**src/rtl/ps2_rx_fifo_pkg.sv**
```systemverilog
`timescale 1ns/1ps
// Shared types and constants for the PS/2 receive path.
package ps2_rx_fifo_pkg;

  typedef enum logic [1:0] {
    ST_IDLE   = 2'd0,
    ST_DATA   = 2'd1,
    ST_PARITY = 2'd2,
    ST_STOP   = 2'd3
  } ps2_state_e;

  localparam int PS2_DATA_BITS = 8;

  // High followed by two low samples: a real falling edge, not a 1-cycle glitch.
  localparam logic [2:0] FE_PATTERN = 3'b100;

endpackage

```
**src/rtl/ps2_byte_fifo.sv**
```systemverilog
`timescale 1ns/1ps
// Circular scancode buffer. The caller only pushes when not full (or when
// popping in the same cycle) and only pops when not empty.
module ps2_byte_fifo
  import ps2_rx_fifo_pkg::*;
#(
  parameter int DEPTH = 8
) (
  input  logic                       clk,
  input  logic                       rst,
  input  logic                       push,
  input  logic                       pop,
  input  logic [PS2_DATA_BITS-1:0]   din,
  output logic [PS2_DATA_BITS-1:0]   dout,
  output logic [$clog2(DEPTH):0]     count,
  output logic                       full,
  output logic                       empty
);

  localparam int PTR_W = $clog2(DEPTH);
  localparam int CNT_W = PTR_W + 1;

  logic [PS2_DATA_BITS-1:0] mem_q [DEPTH];
  logic [PS2_DATA_BITS-1:0] mem_d [DEPTH];
  logic [PTR_W-1:0]         wr_ptr_q, wr_ptr_d;
  logic [PTR_W-1:0]         rd_ptr_q, rd_ptr_d;
  logic [CNT_W-1:0]         count_q, count_d;

  always_ff @(posedge clk or negedge rst) begin
    if (!rst) begin
      for (int i = 0; i < DEPTH; i++) mem_q[i] <= '0;
      wr_ptr_q <= '0;
      rd_ptr_q <= '0;
      count_q  <= '0;
    end else begin
      mem_q    <= mem_d;
      wr_ptr_q <= wr_ptr_d;
      rd_ptr_q <= rd_ptr_d;
      count_q  <= count_d;
    end
  end

  always_comb begin
    mem_d    = mem_q;
    wr_ptr_d = wr_ptr_q;
    rd_ptr_d = rd_ptr_q;
    count_d  = count_q;
    if (push) begin
      mem_d[wr_ptr_q] = din;
      wr_ptr_d        = wr_ptr_q + PTR_W'(1);
    end
    if (pop) rd_ptr_d = rd_ptr_q + PTR_W'(1);
    if (push && !pop)      count_d = count_q + CNT_W'(1);
    else if (pop && !push) count_d = count_q - CNT_W'(1);
  end

  assign count = count_q;
  assign full  = (count_q == CNT_W'(DEPTH));
  assign empty = (count_q == '0);
  assign dout  = empty ? '0 : mem_q[rd_ptr_q];

endmodule

```
**src/rtl/ps2_rx_fifo.sv**
```systemverilog
`timescale 1ns/1ps
// PS/2 keyboard receiver: pin conditioning, frame FSM with timeout, and a
// scancode FIFO drained by the CPU keyboard port.
//
//   state     | meaning
//   ST_IDLE   | waiting for a start bit (fe with data 0)
//   ST_DATA   | shifting in D0..D7, LSB first
//   ST_PARITY | waiting for the odd-parity bit
//   ST_STOP   | waiting for the stop bit; push or flag error on its edge
module ps2_rx_fifo
  import ps2_rx_fifo_pkg::*;
#(
  parameter int DEPTH   = 8,
  parameter int TIMEOUT = 2000
) (
  input  logic                     clk,
  input  logic                     rst,
  input  logic                     ps2_clk,
  input  logic                     ps2_data,
  input  logic                     read_enable,
  output logic [PS2_DATA_BITS-1:0] data,
  output logic                     ready,
  output logic                     overflow,
  output logic                     frame_err
);

  localparam int TMR_W  = $clog2(TIMEOUT);
  localparam int BCNT_W = $clog2(PS2_DATA_BITS);

  logic                     clk_meta_q, clk_sync_q;
  logic                     dat_meta_q, dat_sync_q;
  logic [2:0]               hist_q, hist_d;
  ps2_state_e               state_q, state_d;
  logic [BCNT_W-1:0]        bit_cnt_q, bit_cnt_d;
  logic [PS2_DATA_BITS-1:0] sr_q, sr_d;
  logic                     par_q, par_d;
  logic [TMR_W-1:0]         timer_q, timer_d;
  logic                     overflow_q, overflow_d;

  logic                     fe, timeout;
  logic                     frame_good, stop_fe, push_req;
  logic                     push_acc, pop;
  logic                     fifo_full, fifo_empty;
  logic [$clog2(DEPTH):0]   fifo_count;

  always_ff @(posedge clk or negedge rst) begin
    if (!rst) begin
      clk_meta_q <= 1'b1;
      clk_sync_q <= 1'b1;
      dat_meta_q <= 1'b1;
      dat_sync_q <= 1'b1;
      hist_q     <= 3'b111;
      state_q    <= ST_IDLE;
      bit_cnt_q  <= '0;
      sr_q       <= '0;
      par_q      <= 1'b0;
      timer_q    <= '0;
      overflow_q <= 1'b0;
    end else begin
      clk_meta_q <= ps2_clk;
      clk_sync_q <= clk_meta_q;
      dat_meta_q <= ps2_data;
      dat_sync_q <= dat_meta_q;
      hist_q     <= hist_d;
      state_q    <= state_d;
      bit_cnt_q  <= bit_cnt_d;
      sr_q       <= sr_d;
      par_q      <= par_d;
      timer_q    <= timer_d;
      overflow_q <= overflow_d;
    end
  end

  assign hist_d  = {hist_q[1:0], clk_sync_q};
  assign fe      = (hist_q == FE_PATTERN);
  assign timeout = (timer_q == TMR_W'(TIMEOUT - 1));

  always_comb begin
    state_d   = state_q;
    bit_cnt_d = bit_cnt_q;
    sr_d      = sr_q;
    par_d     = par_q;
    timer_d   = timer_q + TMR_W'(1);
    if (state_q == ST_IDLE || fe || timeout) timer_d = '0;
    case (state_q)
      ST_IDLE: begin
        if (fe && !dat_sync_q) begin
          state_d   = ST_DATA;
          bit_cnt_d = '0;
        end
      end
      ST_DATA: begin
        if (fe) begin
          sr_d      = {dat_sync_q, sr_q[PS2_DATA_BITS-1:1]};
          bit_cnt_d = bit_cnt_q + BCNT_W'(1);
          if (bit_cnt_q == BCNT_W'(PS2_DATA_BITS - 1)) state_d = ST_PARITY;
        end else if (timeout) begin
          state_d = ST_IDLE;
        end
      end
      ST_PARITY: begin
        if (fe) begin
          par_d   = dat_sync_q;
          state_d = ST_STOP;
        end else if (timeout) begin
          state_d = ST_IDLE;
        end
      end
      ST_STOP: begin
        if (fe || timeout) state_d = ST_IDLE;
      end
      default: state_d = ST_IDLE;
    endcase
  end

  // A pop in the same cycle frees a slot, so a push into a full FIFO is still accepted.
  always_comb begin
    frame_good = dat_sync_q && (^{sr_q, par_q});
    stop_fe    = (state_q == ST_STOP) && fe;
    push_req   = stop_fe && frame_good;
    frame_err  = stop_fe && !frame_good;
    pop        = read_enable && (fifo_count != '0);
    push_acc   = push_req && (!fifo_full || pop);
    overflow_d = overflow_q;
    if (push_req && fifo_full && !pop) overflow_d = 1'b1;
    else if (pop)                      overflow_d = 1'b0;
  end

  ps2_byte_fifo #(.DEPTH(DEPTH)) u_fifo (
    .clk   (clk),
    .rst   (rst),
    .push  (push_acc),
    .pop   (pop),
    .din   (sr_q),
    .dout  (data),
    .count (fifo_count),
    .full  (fifo_full),
    .empty (fifo_empty)
  );

  assign ready    = !fifo_empty;
  assign overflow = overflow_q;

endmodule

```
**config.mk**
```make
export PLATFORM = sky130hd
export DESIGN_NAME = ps2_rx_fifo
export DESIGN_NICKNAME = d
export VERILOG_FILES = /design/src/rtl/ps2_rx_fifo_pkg.sv /design/src/rtl/ps2_byte_fifo.sv /design/src/rtl/ps2_rx_fifo.sv
export SDC_FILE = /design/constraint.sdc
export NUM_CORES = 1
export LEC_CHECK = 0
export ABC_AREA = 1
export BUFFER_PORTS_ARGS = -buffer_cell sky130_fd_sc_hd__buf_2
export CAP_MARGIN = 20
export CORE_ASPECT_RATIO = 2
export CORE_MARGIN = 2
export CORE_UTILIZATION = 29
export CTS_BUF_LIST = sky130_fd_sc_hd__clkbuf_2 sky130_fd_sc_hd__clkbuf_4 sky130_fd_sc_hd__clkbuf_8
export DETAILED_ROUTE_END_ITERATION = 16
export PLACE_DENSITY = 0.48
export RECOVER_POWER = 100
export SLEW_MARGIN = 20
export SYNTH_ARGS = -nofsm -noshare
export SYNTH_HDL_FRONTEND = slang
export SYNTH_SLANG_ARGS = --single-unit
```
**constraint.sdc**
```tcl
create_clock -name clk -period 3.56 [get_ports clk]
set_input_delay 0.89 -clock clk [delete_from_list [all_inputs] [get_ports clk]]
set_output_delay 0.89 -clock clk [all_outputs]
set_load 0.05 [all_outputs]
```
==> metrics.txt, run 1 <==
die width 101 um; cell mode on critical path clkbuf_2; total negative setup slack 0 ns; # rows 71; total CTS buffers 9; FF-to-FF setup slack 0.50 ns; hold depth 0; Lkg Pwr 0.00284 uW; PwrDens 695 nW/um^2; Core Region 18700 sq um; slowest CP cell dfrtp_1; CP Capture Type output port; Arrival @ worst endpoint 2.44 ns; Vias/cell 4.88; Critical Path Fanout Max 17; DRC viols 0; total chip power 4070 uW; ANT nets after route 0; cells after synthesis 653; yosys warns 0; synthesized area 5500 sq um; maximum VDD drop 0.000405 V; CP Launch Point u_fifo.rd_ptr_q[0]; cell family with most CP delay buffers and inverters; Tot GR Track Use 0.157; clk_skew 0.0126 ns; 1st-iter DRT viols 269; Fin. Hold Viols 0; Final Max Slew Viols 35; Least-Margin Pin Slew 2.16 ns; first-pass GRT wire length 24.4 mm; RSZ-0062 raised after global routing no; minimum clock period 3.33 ns; I/O pin cnt 16; hold path endpoint hist_q[0]; root buf cell clkbuf_8; crit path buf inv count 3; R2R Path Start sr_q[6]; wire per inst 15.8 um; TritonRoute pass-1 iters 5; Unique masters post-synth 35; Post-DP HPWL 10.6 mm; GP Congestion 0.861; largest net degree at the start of global routing 74; Worst-Skew Late Latency 0.39 ns; sequential area share after synthesis 0.489; share of cells above drive strength 1 0.0866; CP peak stage delay 0.41 ns; area of the multi-input gates 2310 sq um; PortBufs 15; hold buffer count at cts 0; hold_sp clk_sync_q; CTS resizes 0; gr ovfl total 0; Sink Count 107; Slew headroom -0.443; worst setup path category register to output port; Syn Area/Cell 8.42 sq um; DIE AREA 20100 sq um; failing checks max-capacitance violations, max-slew violations; #FFs+latches synth 107; CTS H-tree lvls 3; hold crit path type register to register; WL final 14.5 mm; worst slack, placed 0.469 ns; vias 4459; Tcrit/Tclk final 0.936; status finished with violations; Area Growth Syn to Fin 6.48%; Final setup viols 0; worst path cell trace inv_1 -> clkbuf_2 -> o21ai_0 -> a31oi_1 -> clkbuf_2; Clock Pin Slew Worst Setup and Hold Paths 0.10 ns; syn nets 667; Register Area 2690 sq um; antenna cells 0; maximum clock insertion buffer count 2; Max Cap Viol 1; CTS tree done; Final nets 667; Die H 199 um; crit start category register; worst r2r dst u_fifo.count[3]; Worst EP required 2.67 ns; initial antenna violation count 0; Setup Fix Bufs, Post-CTS 0; initial cell density of the core 0.293; Worst R2R Path Depth 18; final-layout fill cell count 2000; fmax 0.300 GHz; min setup slack post-route 0.228 ns; vias in the first global route 4594
==> per-stage QoR <==
| step | hold slack, ns | cells | instance area, sq um | util |
|---|---|---|---|---|
| finish | 0.348 | 913 | 5860 | 0.312 |
| global route | 0.355 | 913 | 5860 | 0.312 |
| CTS | 0.345 | 913 | 5970 | 0.318 |
| floorplan | 0.345 | 653 | 5500 | - |
| global placement | 0.346 | 897 | 5750 | 0.307 |
| detailed placement | 0.347 | 897 | 5750 | 0.307 |
==> worst register-to-register path, delay by kind of cell, from the launching register on <==
kind	cells	cell delay [ns]
simple gates	10	1.04
flops	1	0.66
fa+ha+maj	2	0.46
compound gates	2	0.35
buf+inv	3	0.32
xor+xnor	1	0.16
==> worst max path at each step <==
stage	endpoint	slack, ns	depth (start not counted)
final	data[7]	0.23	5
after global routing	u_fifo.count[3]	0.11	20
after CTS	data[0]	0.37	6
after detailed placement	u_fifo.count[3]	0.47	14
after global placement	u_fifo.count[3]	0.50	14
after floorplan	u_fifo.count[3]	0.63	14
==> area by class of cell <==
class / instances / area share
clock buffer: 13 / 0.0295
multi-input combinational: 468 / 0.394
inverter: 39 / 0.0250
timing repair buffer: 28 / 0.0301
clock inverter: 3 / 0.00769
sequential: 107 / 0.459
tap: 255 / 0.0545
==> power by group <==
| group | switching, uW | total, uW | internal (uW) |
|---|---|---|---|
| Sequential | 186 | 1540 | 1350 |
| Combinational | 1250 | 1720 | 469 |
| Clock | 426 | 817 | 391 |
==> synth_stat cells (all sizes together) <==
cell type | instances | area share
nor2 | 66 | 0.046
o211ai | 3 | 0.0041
clkinv | 2 | 0.0014
ha | 8 | 0.018
o22ai | 9 | 0.010
nand4 | 64 | 0.073
o21ai | 59 | 0.054
nand3 | 16 | 0.033
dfstp | 7 | 0.033
buf | 18 | 0.032
a21oi | 3 | 0.0027
and3 | 1 | 0.0011
inv | 37 | 0.025
nor4 | 2 | 0.0023
clkbuf | 21 | 0.014
a21o | 1 | 0.0014
xnor2 | 6 | 0.0096
xor2 | 5 | 0.0080
nand2 | 195 | 0.13
fa | 1 | 0.0036
a22o | 1 | 0.0016
a31oi | 9 | 0.010
dfrtp | 100 | 0.46
nor3 | 15 | 0.020
nor3b | 4 | 0.0055
==> flip-flops by register name (all words and copies together), names as in the netlist <==
register / count
clk_meta_q: 1
dat_sync_q: 1
hist_q: 3
dat_meta_q: 1
sr_q: 8
u_fifo.mem_q: 64
overflow: 1
timer_q: 11
clk_sync_q: 1
state_q: 2
bit_cnt_q: 3
u_fifo.count: 4
u_fifo.wr_ptr_q: 3
par_q: 1
u_fifo.rd_ptr_q: 3
==> placed cells by master, fill, tap and decap left out, types with 2 or more instances in the layout <==
cell type,instances
clkbuf_2,10
ha_1,8
clkbuf_8,12
nand2_1,195
dfrtp_1,100
xnor2_1,6
nor3_2,7
xor2_1,5
clkbuf_1,3
nor3_1,8
a21oi_1,3
nand3_1,15
o211ai_1,3
nor4_1,2
a31oi_1,9
clkinv_1,2
nand4_1,64
nor3b_1,4
o21ai_0,58
dfstp_2,6
inv_1,36
buf_2,4
o22ai_1,9
clkinvlp_4,2
nor2_1,65
buf_4,10
==> cell families (layout without fill, tap and decap cells) <==
| group | count (synthesis) | in the layout | share of synthesized area |
|---|---|---|---|
| buffers and inverters | 78 | 83 | 0.0733 |
| xor gates and xnor gates | 11 | 11 | 0.0175 |
| DFF | 107 | 107 | 0.489 |
| adders and majority gates | 9 | 9 | 0.0218 |
| and+or+nand+nor | 363 | 363 | 0.315 |
| AOI/OAI and AO/OA | 85 | 85 | 0.0840 |
==> routing by layer <==
| metal | global-route usage | wire [um] |
|---|---|---|
| met5 | 0 | 0 |
| met1 | 0.172 | 5450 |
| met3 | 0.0193 | 310 |
| met2 | 0.296 | 8270 |
| met4 | 0.0666 | 444 |
Power figures use the tool's default switching activity.
==> run 2: changes to the inputs <==
PLACE_DENSITY = 0.51   (was 0.48)
TNS_END_PERCENT = 5   (was not set)
==> run 2 against run 1 <==
Compared with the run above: highest routed layer unchanged; via count hardly changed; utilization grew 0.26 points; first-iteration DRC count down 12%; sequential cell count did not move; the flow still finishes with violations (max-capacitance violations, max-slew violations); die area did not move; total power rose by 2.6%; hold slack better by 0.012 ns; clock skew grew 0.0052 ns; combinational power about the same; sequential power is essentially flat; clock-buffer cell count down 1; largest power group unchanged.
==> metrics.txt, run 2 (synthesis gave the netlist of run 1 again) <==
status finished with violations; failing checks max-capacitance violations, max-slew violations; Clock Pin Slew Worst Setup and Hold Paths 0.10 ns (about the same); fmax 0.306 GHz (+2.1%); Clk pwr share 0.209 (+0.008); cell mode on critical path o21ai_0; clk_skew 0.0178 ns (+0.00520 ns); Area Growth Syn to Fin 7.37%; most common cell after layout, fill and taps aside nand2_1; hold depth 0 (unchanged); R2R Path Start sr_q[4]; Sink Count 107 (unchanged); Fin. Hold Viols 0 (unchanged); Die H 199 um (unchanged); Final setup viols 0 (unchanged); die width 101 um (unchanged); Least-Margin Pin Slew 1.89 ns (-0.276 ns); antenna cells 0 (unchanged); initial antenna violation count 0 (unchanged); CTS H-tree lvls 3 (unchanged); root buf cell clkbuf_8; Setup Fix Bufs, Post-CTS 0 (unchanged); hold buffer count at cts 0 (unchanged); CTS resizes 0 (unchanged); # rows 71 (unchanged); Slew headroom -0.259 (+0.184); slowest CP cell clkbuf_1; gr ovfl total 0 (unchanged); worst setup path category register to output port; Comb pwr share 0.418 (-0.004); Max Cap Viol 1 (unchanged); crit start category register; Tot GR Track Use 0.159 (+0.00217); largest reg by FF count u_fifo.mem_q; hold path endpoint clk_sync_q; biggest regs u_fifo.mem_q (64), timer_q (11), sr_q (8); minimum clock period 3.26 ns (-0.0692 ns); Worst-Skew Late Latency 0.39 ns (about the same); Final nets 671 (+0.60%); maximum clock insertion buffer count 2 (unchanged); WL final 15.0 mm (+3.9%); vias 4463 (+0.090%); largest net degree at the start of global routing 74 (unchanged); part of the power in registers 0.373 (-0.004); PwrDens 707 nW/um^2 (+1.7%); hold crit path type register to register; total CTS buffers 9 (unchanged); Worst EP required 2.67 ns (about the same); wire per inst 16.4 um (+3.5%); DRC viols 0 (unchanged); Int Pwr 2280 uW (+3.3%); TritonRoute pass-1 iters 4 (-1); worst slack, placed 0.542 ns (+0.0734 ns); Vias/cell 4.87 (-0.35%); hold_sp clk_meta_q; CP peak stage delay 0.49 ns (+0.08 ns); total negative setup slack 0 ns (unchanged); worst path cell trace buf_4 -> o21ai_0 -> o22ai_1 -> o21ai_0 -> a31oi_1 -> clkbuf_1; DIE AREA 20100 sq um (unchanged); share of cells above drive strength 1 0.0861 (-0.000523); RSZ-0062 raised after global routing no; maximum VDD drop 0.000419 V (+3.5%); NetSw 1890 uW (+1.7%); FF-to-FF setup slack 0.50 ns (about the same); PortBufs 15 (unchanged); min setup slack post-route 0.297 ns (+0.0692 ns); I/O pin cnt 16 (unchanged); Worst R2R Path Depth 19 (+1); GP Congestion 0.807 (-6.2%); Critical Path Fanout Max 34 (+17); Tcrit/Tclk final 0.917 (-0.0194); first-pass GRT wire length 24.4 mm (+0.20%); CTS tree done; Lkg Pwr 0.00287 uW (+0.95%); initial cell density of the core 0.293 (unchanged); Core Region 18700 sq um (unchanged); Final Max Slew Viols 32 (-8.6%); 1st-iter DRT viols 238 (-12%); worst r2r dst u_fifo.count[3]; vias in the first global route 4499 (-2.1%); CP Capture Type output port; Post-DP HPWL 10.6 mm (+0.33%); ANT nets after route 0 (unchanged); Net Sw Frac 0.453 (-0.00376); Util after Layout 0.315 (+0.00260); most frequent cells in the layout 195 x nand2_1, 100 x dfrtp_1, 65 x nor2_1; Arrival @ worst endpoint 2.37 ns (-0.07 ns); Largest register FFs 64 (unchanged)
## run 2: critical path, delay by kind of cell (launching register included)
family          cells  cell delay (ns)
buf+inv             2             0.86
flops               1             0.36
compound gates      4             0.77
## run 2: through the flow
step / cell area [sq um] / hold WS, ns / power [uW] / instances
2_1_floorplan: 5500 / 0.345 / 2840 / 653
3_3_place_gp: 5790 / 0.347 / 3380 / 901
3_5_place_dp: 5790 / 0.348 / 3390 / 901
4_1_cts: 6020 / 0.362 / 4270 / 917
5_1_grt: 5900 / 0.368 / 4460 / 917
6_report: 5900 / 0.360 / 4170 / 917
## run 2: final cells by class
type / instances / area [sq um]
Clock inverter: 4 / 73.8
Clock buffer: 12 / 159
Sequential cell: 107 / 2690
Multi-Input combinational cell: 468 / 2310
Inverter: 39 / 146
Timing Repair Buffer: 32 / 210
Fill cell: 2024 / 12800
Tap cell: 255 / 319
## run 2: power by group through the flow
stage | Sequential (uW) | Clock [uW] | Combinational [uW]
3_5_place_dp | 1570 | 0 | 1820
5_1_grt | 1580 | 943 | 1940
4_1_cts | 1550 | 906 | 1820
3_3_place_gp | 1570 | 0 | 1810
6_report | 1560 | 873 | 1740
2_1_floorplan | 1460 | 0 | 1380
## run 2: metal layers
metal / vias up / track usage / wire length (um)
li1: 2197 / - / -
met1: 2187 / 0.170 / 5680
met2: 64 / 0.312 / 8780
met3: 15 / 0.0197 / 301
met4: 0 / 0.0546 / 284
met5: - / 0 / 0
## run 2: worst max-delay path by stage
stage / start / endpoint / depth (start not counted)
finish: u_fifo.rd_ptr_q[0] / data[7] / 6
global route: u_fifo.rd_ptr_q[0] / data[7] / 6
CTS: u_fifo.rd_ptr_q[1] / data[3] / 7
detailed placement: read_enable / u_fifo.count[3] / 14
global placement: read_enable / u_fifo.count[3] / 14
floorplan: read_enable / u_fifo.count[3] / 14
==> run 3: changes to the inputs <==
ABC_AREA = 0   (was 1)
CELL_PAD_IN_SITES_DETAIL_PLACEMENT = 1   (was not set)
CELL_PAD_IN_SITES_GLOBAL_PLACEMENT = 1   (was not set)
PLACE_DENSITY = 0.57   (was 0.51)
==> run 3 against run 2 <==
Compared with the run above: the run still ends with max-capacitance violations, max-slew violations left; clock-buffer cell count fell by 2; via count fell by 36%; utilization rose by 1.1 points; maximum frequency fell by 0.86%; sequential share of layout area rose by 3.6 points; sequential power fell by 9%; die area fell by 9.1%; non-clock buffer count fell by 9; largest power group is now sequential cells; largest cell class unchanged; hold slack barely moved; setup slack got worse by 0.028 ns; register-to-register slack got worse by 0.18 ns.
==> metrics.txt, run 3 <==
metal2 WL 6.57 mm (-25%); part of the power in registers 0.486 (+0.113); Largest register FFs 64 (unchanged); minimum clock period 3.29 ns (+0.0283 ns); gr ovfl total 0 (unchanged); FFs w/ async S/R, synth 1.00 (unchanged); Post-DP Area 5300 sq um (-8.4%); largest reg by FF count u_fifo.mem_q; CP Capture Type output port; worst slack, placed 0.535 ns (-0.00747 ns); hold path endpoint dat_sync_q; initial cell density of the core 0.297 (+0.00387); FF-to-FF setup slack 0.32 ns (-0.18 ns); status finished with violations; Fin. Hold Viols 0 (unchanged); TritonRoute pass-1 iters 4 (unchanged); 1st-iter DRT viols 70 (-71%); WL final 11.2 mm (-26%); hold_sp dat_meta_q; worst r2r dst u_fifo.mem_q[19]; Final nets 393 (-41%); ANT nets after route 0 (unchanged); hold crit path type register to register; Slew headroom -0.0136 (+0.245); Vias/cell 4.87 (about the same); worst setup path category register to output port; slowest CP cell dfrtp_1; failing checks max-capacitance violations, max-slew violations; hold depth 0 (unchanged); largest net degree at the start of global routing 59 (-20%); NetSw 938 uW (-50%); Max Cap Viol 1 (unchanged); min setup slack post-route 0.269 ns (-0.0283 ns); hold buffer count at cts 0 (unchanged); Register Area 2690 sq um (unchanged); syn nets 378 (-43%); first-pass GRT wire length 18.4 mm (-25%); vias in the first global route 3343 (-26%); R2R Path Start hist_q[2]; Net Sw Frac 0.321 (-0.132); total negative setup slack 0 ns (unchanged); PwrDens 534 nW/um^2 (-24%); topmost layer with routed signal wires met4; Clk pwr share 0.297 (+0.088); Lkg Pwr 0.00267 uW (-6.8%); Met3 Wirelength 218 um (-28%); # rows 67 (-5.6%); sequential area share after synthesis 0.539 (+0.0505); Unique masters post-synth 38 (+8.6%); most frequent cells in the layout 100 x dfrtp_1, 66 x mux2_2, 34 x nand2_1; met1 wire length 4.20 mm (-26%); Die H 189 um (-4.7%); Fin Hold WS 0.361 ns (+0.000186 ns); largest cells by area after synthesis dfrtp_1 50%, mux2_2 15%, mux4_2 7.2%; initial antenna violation count 0 (unchanged); RSZ-0062 raised after global routing no; fmax 0.304 GHz (-0.86%); Tcrit/Tclk final 0.925 (+0.00795); cells after synthesis 364 (-44%); total CTS buffers 9 (unchanged); Post-DP HPWL 7.82 mm (-26%); crit start category register; root buf cell clkbuf_8; synthesized area 4980 sq um (-9.4%); Post-synth top cells 100 x dfrtp_1, 66 x mux2_2, 34 x nand2_1; Critical Path Fanout Max 11 (-68%); Clock Pin Slew Worst Setup and Hold Paths 0.10 ns (about the same); antenna cells 0 (unchanged); Setup Fix Bufs, Post-CTS 0 (unchanged); top cell type's share of synthesized area 0.502 (+0.0471); crit path buf inv count 2 (unchanged); Post-synth EDFFs 0 (unchanged); Tot GR Track Use 0.131 (-0.0282); Worst R2R Path Depth 7 (-12); maximum VDD drop 0.000256 V (-39%); maximum clock insertion buffer count 2 (unchanged); Final Max Slew Viols 59 (+84%); most common cell after layout, fill and taps aside dfrtp_1; DRC viols 0 (unchanged); Arrival @ worst endpoint 2.40 ns (+0.03 ns); Int Pwr 1980 uW (-13%); CTS tree done; PortBufs 15 (unchanged); Synth Flop Type dfrtp_1; wire per inst 18.9 um (+15%); Inst Count DP 575 (-36%); #FFs+latches synth 107 (unchanged); final-layout fill cell count 1801 (-11%); Worst EP required 2.67 ns (about the same); Core Region 16800 sq um (-11%); final non-filler cell total 591 (-36%); cell family with most CP delay XOR/XNOR gates; Sink Count 107 (unchanged); worst path cell trace xnor2_2 -> xnor3_1 -> xnor2_2 -> buf_4 -> a21oi_1 -> clkbuf_2; die width 96.7 um (-4.6%); vias 2878 (-36%); count leader, synth dfrtp_1; dominant cell type by area after synthesis dfrtp_1; Comb pwr share 0.217 (-0.201); Final setup viols 0 (unchanged); Syn Area/Cell 13.7 sq um (+63%); Least-Margin Pin Slew 1.52 ns (-0.368 ns); yosys warns 0 (unchanged); biggest regs u_fifo.mem_q (64), timer_q (11), sr_q (8); cell mode on critical path xnor2_2; CTS H-tree lvls 3 (unchanged); share of cells above drive strength 1 0.320 (+0.234); final instance area 5470 sq um (-7.3%); clk_skew 0.0163 ns (-0.00148 ns); Area Growth Syn to Fin 9.84%; I/O pin cnt 16 (unchanged); CTS resizes 0 (unchanged); GP Congestion 0.725 (-10%); CP peak stage delay 0.52 ns (+0.03 ns); area of the multi-input gates 2170 sq um (-6.1%); DIE AREA 18300 sq um (-9.1%); Worst-Skew Late Latency 0.38 ns (about the same)
## run 3: changes by cell type after synthesis, moves of 8 or more
cell,before,now
nor2_1,65,24
o22ai_1,9,0
nand2_1,194,34
o21ai_0,58,11
mux2i_1,0,8
xnor2_1,6,15
mux4_2,0,16
clkbuf_1,21,12
nand4_1,64,0
mux2_2,0,66
inv_1,37,5
a31oi_1,9,0
## run 3: kinds of logic after synthesis
logic type	after synthesis	synth area share
AO/OA/AOI/OAI	18	0.0213
XOR/XNOR	24	0.0480
adder cells (fa/ha/maj)	9	0.0241
buffers and inverters	24	0.0218
flip-flops	107	0.539
multiplexers	91	0.240
AND/OR/NAND/NOR	91	0.106
## run 3: power groups by stage
| stage | combinational, uW | clock (uW) | sequential (uW) |
|---|---|---|---|
| CTS | 678 | 900 | 1430 |
| floorplan | 563 | 0 | 1370 |
| global route | 709 | 942 | 1440 |
| detailed placement | 679 | 0 | 1450 |
| global placement | 655 | 0 | 1440 |
| finish | 635 | 868 | 1420 |
## run 3: how the worst max path moves through the flow
stage          cells after the start      start               end
2_1_floorplan                      5    sr_q[5]         frame_err
3_3_place_gp                      13    sr_q[7]   u_fifo.count[3]
3_5_place_dp                      13    sr_q[2]   u_fifo.count[3]
4_1_cts                            6    sr_q[2]         frame_err
5_1_grt                            7  hist_q[2]  u_fifo.mem_q[19]
6_report                           6    sr_q[2]         frame_err
## run 3: metrics by stage
stage,power (uW),util
final,2920,0.326
after global routing,3090,0.326
after CTS,3010,0.330
after detailed placement,2130,0.316
after global placement,2100,0.316
after floorplan,1930,-
## run 3: final cells by class
type                       instances  area share
tap                              207      0.0473
clock inverter                     6      0.0174
clock buffer                      10      0.0251
inverter                           5     0.00343
sequential                       107       0.491
multi-input combinational        233       0.396
timing repair buffer              23      0.0197
## run 3: routing by layer
layer  vias up  track usage
li1       1306            -
met1      1538        0.137
met2        24        0.257
met3        10       0.0196
met4         0       0.0520
met5         -            0
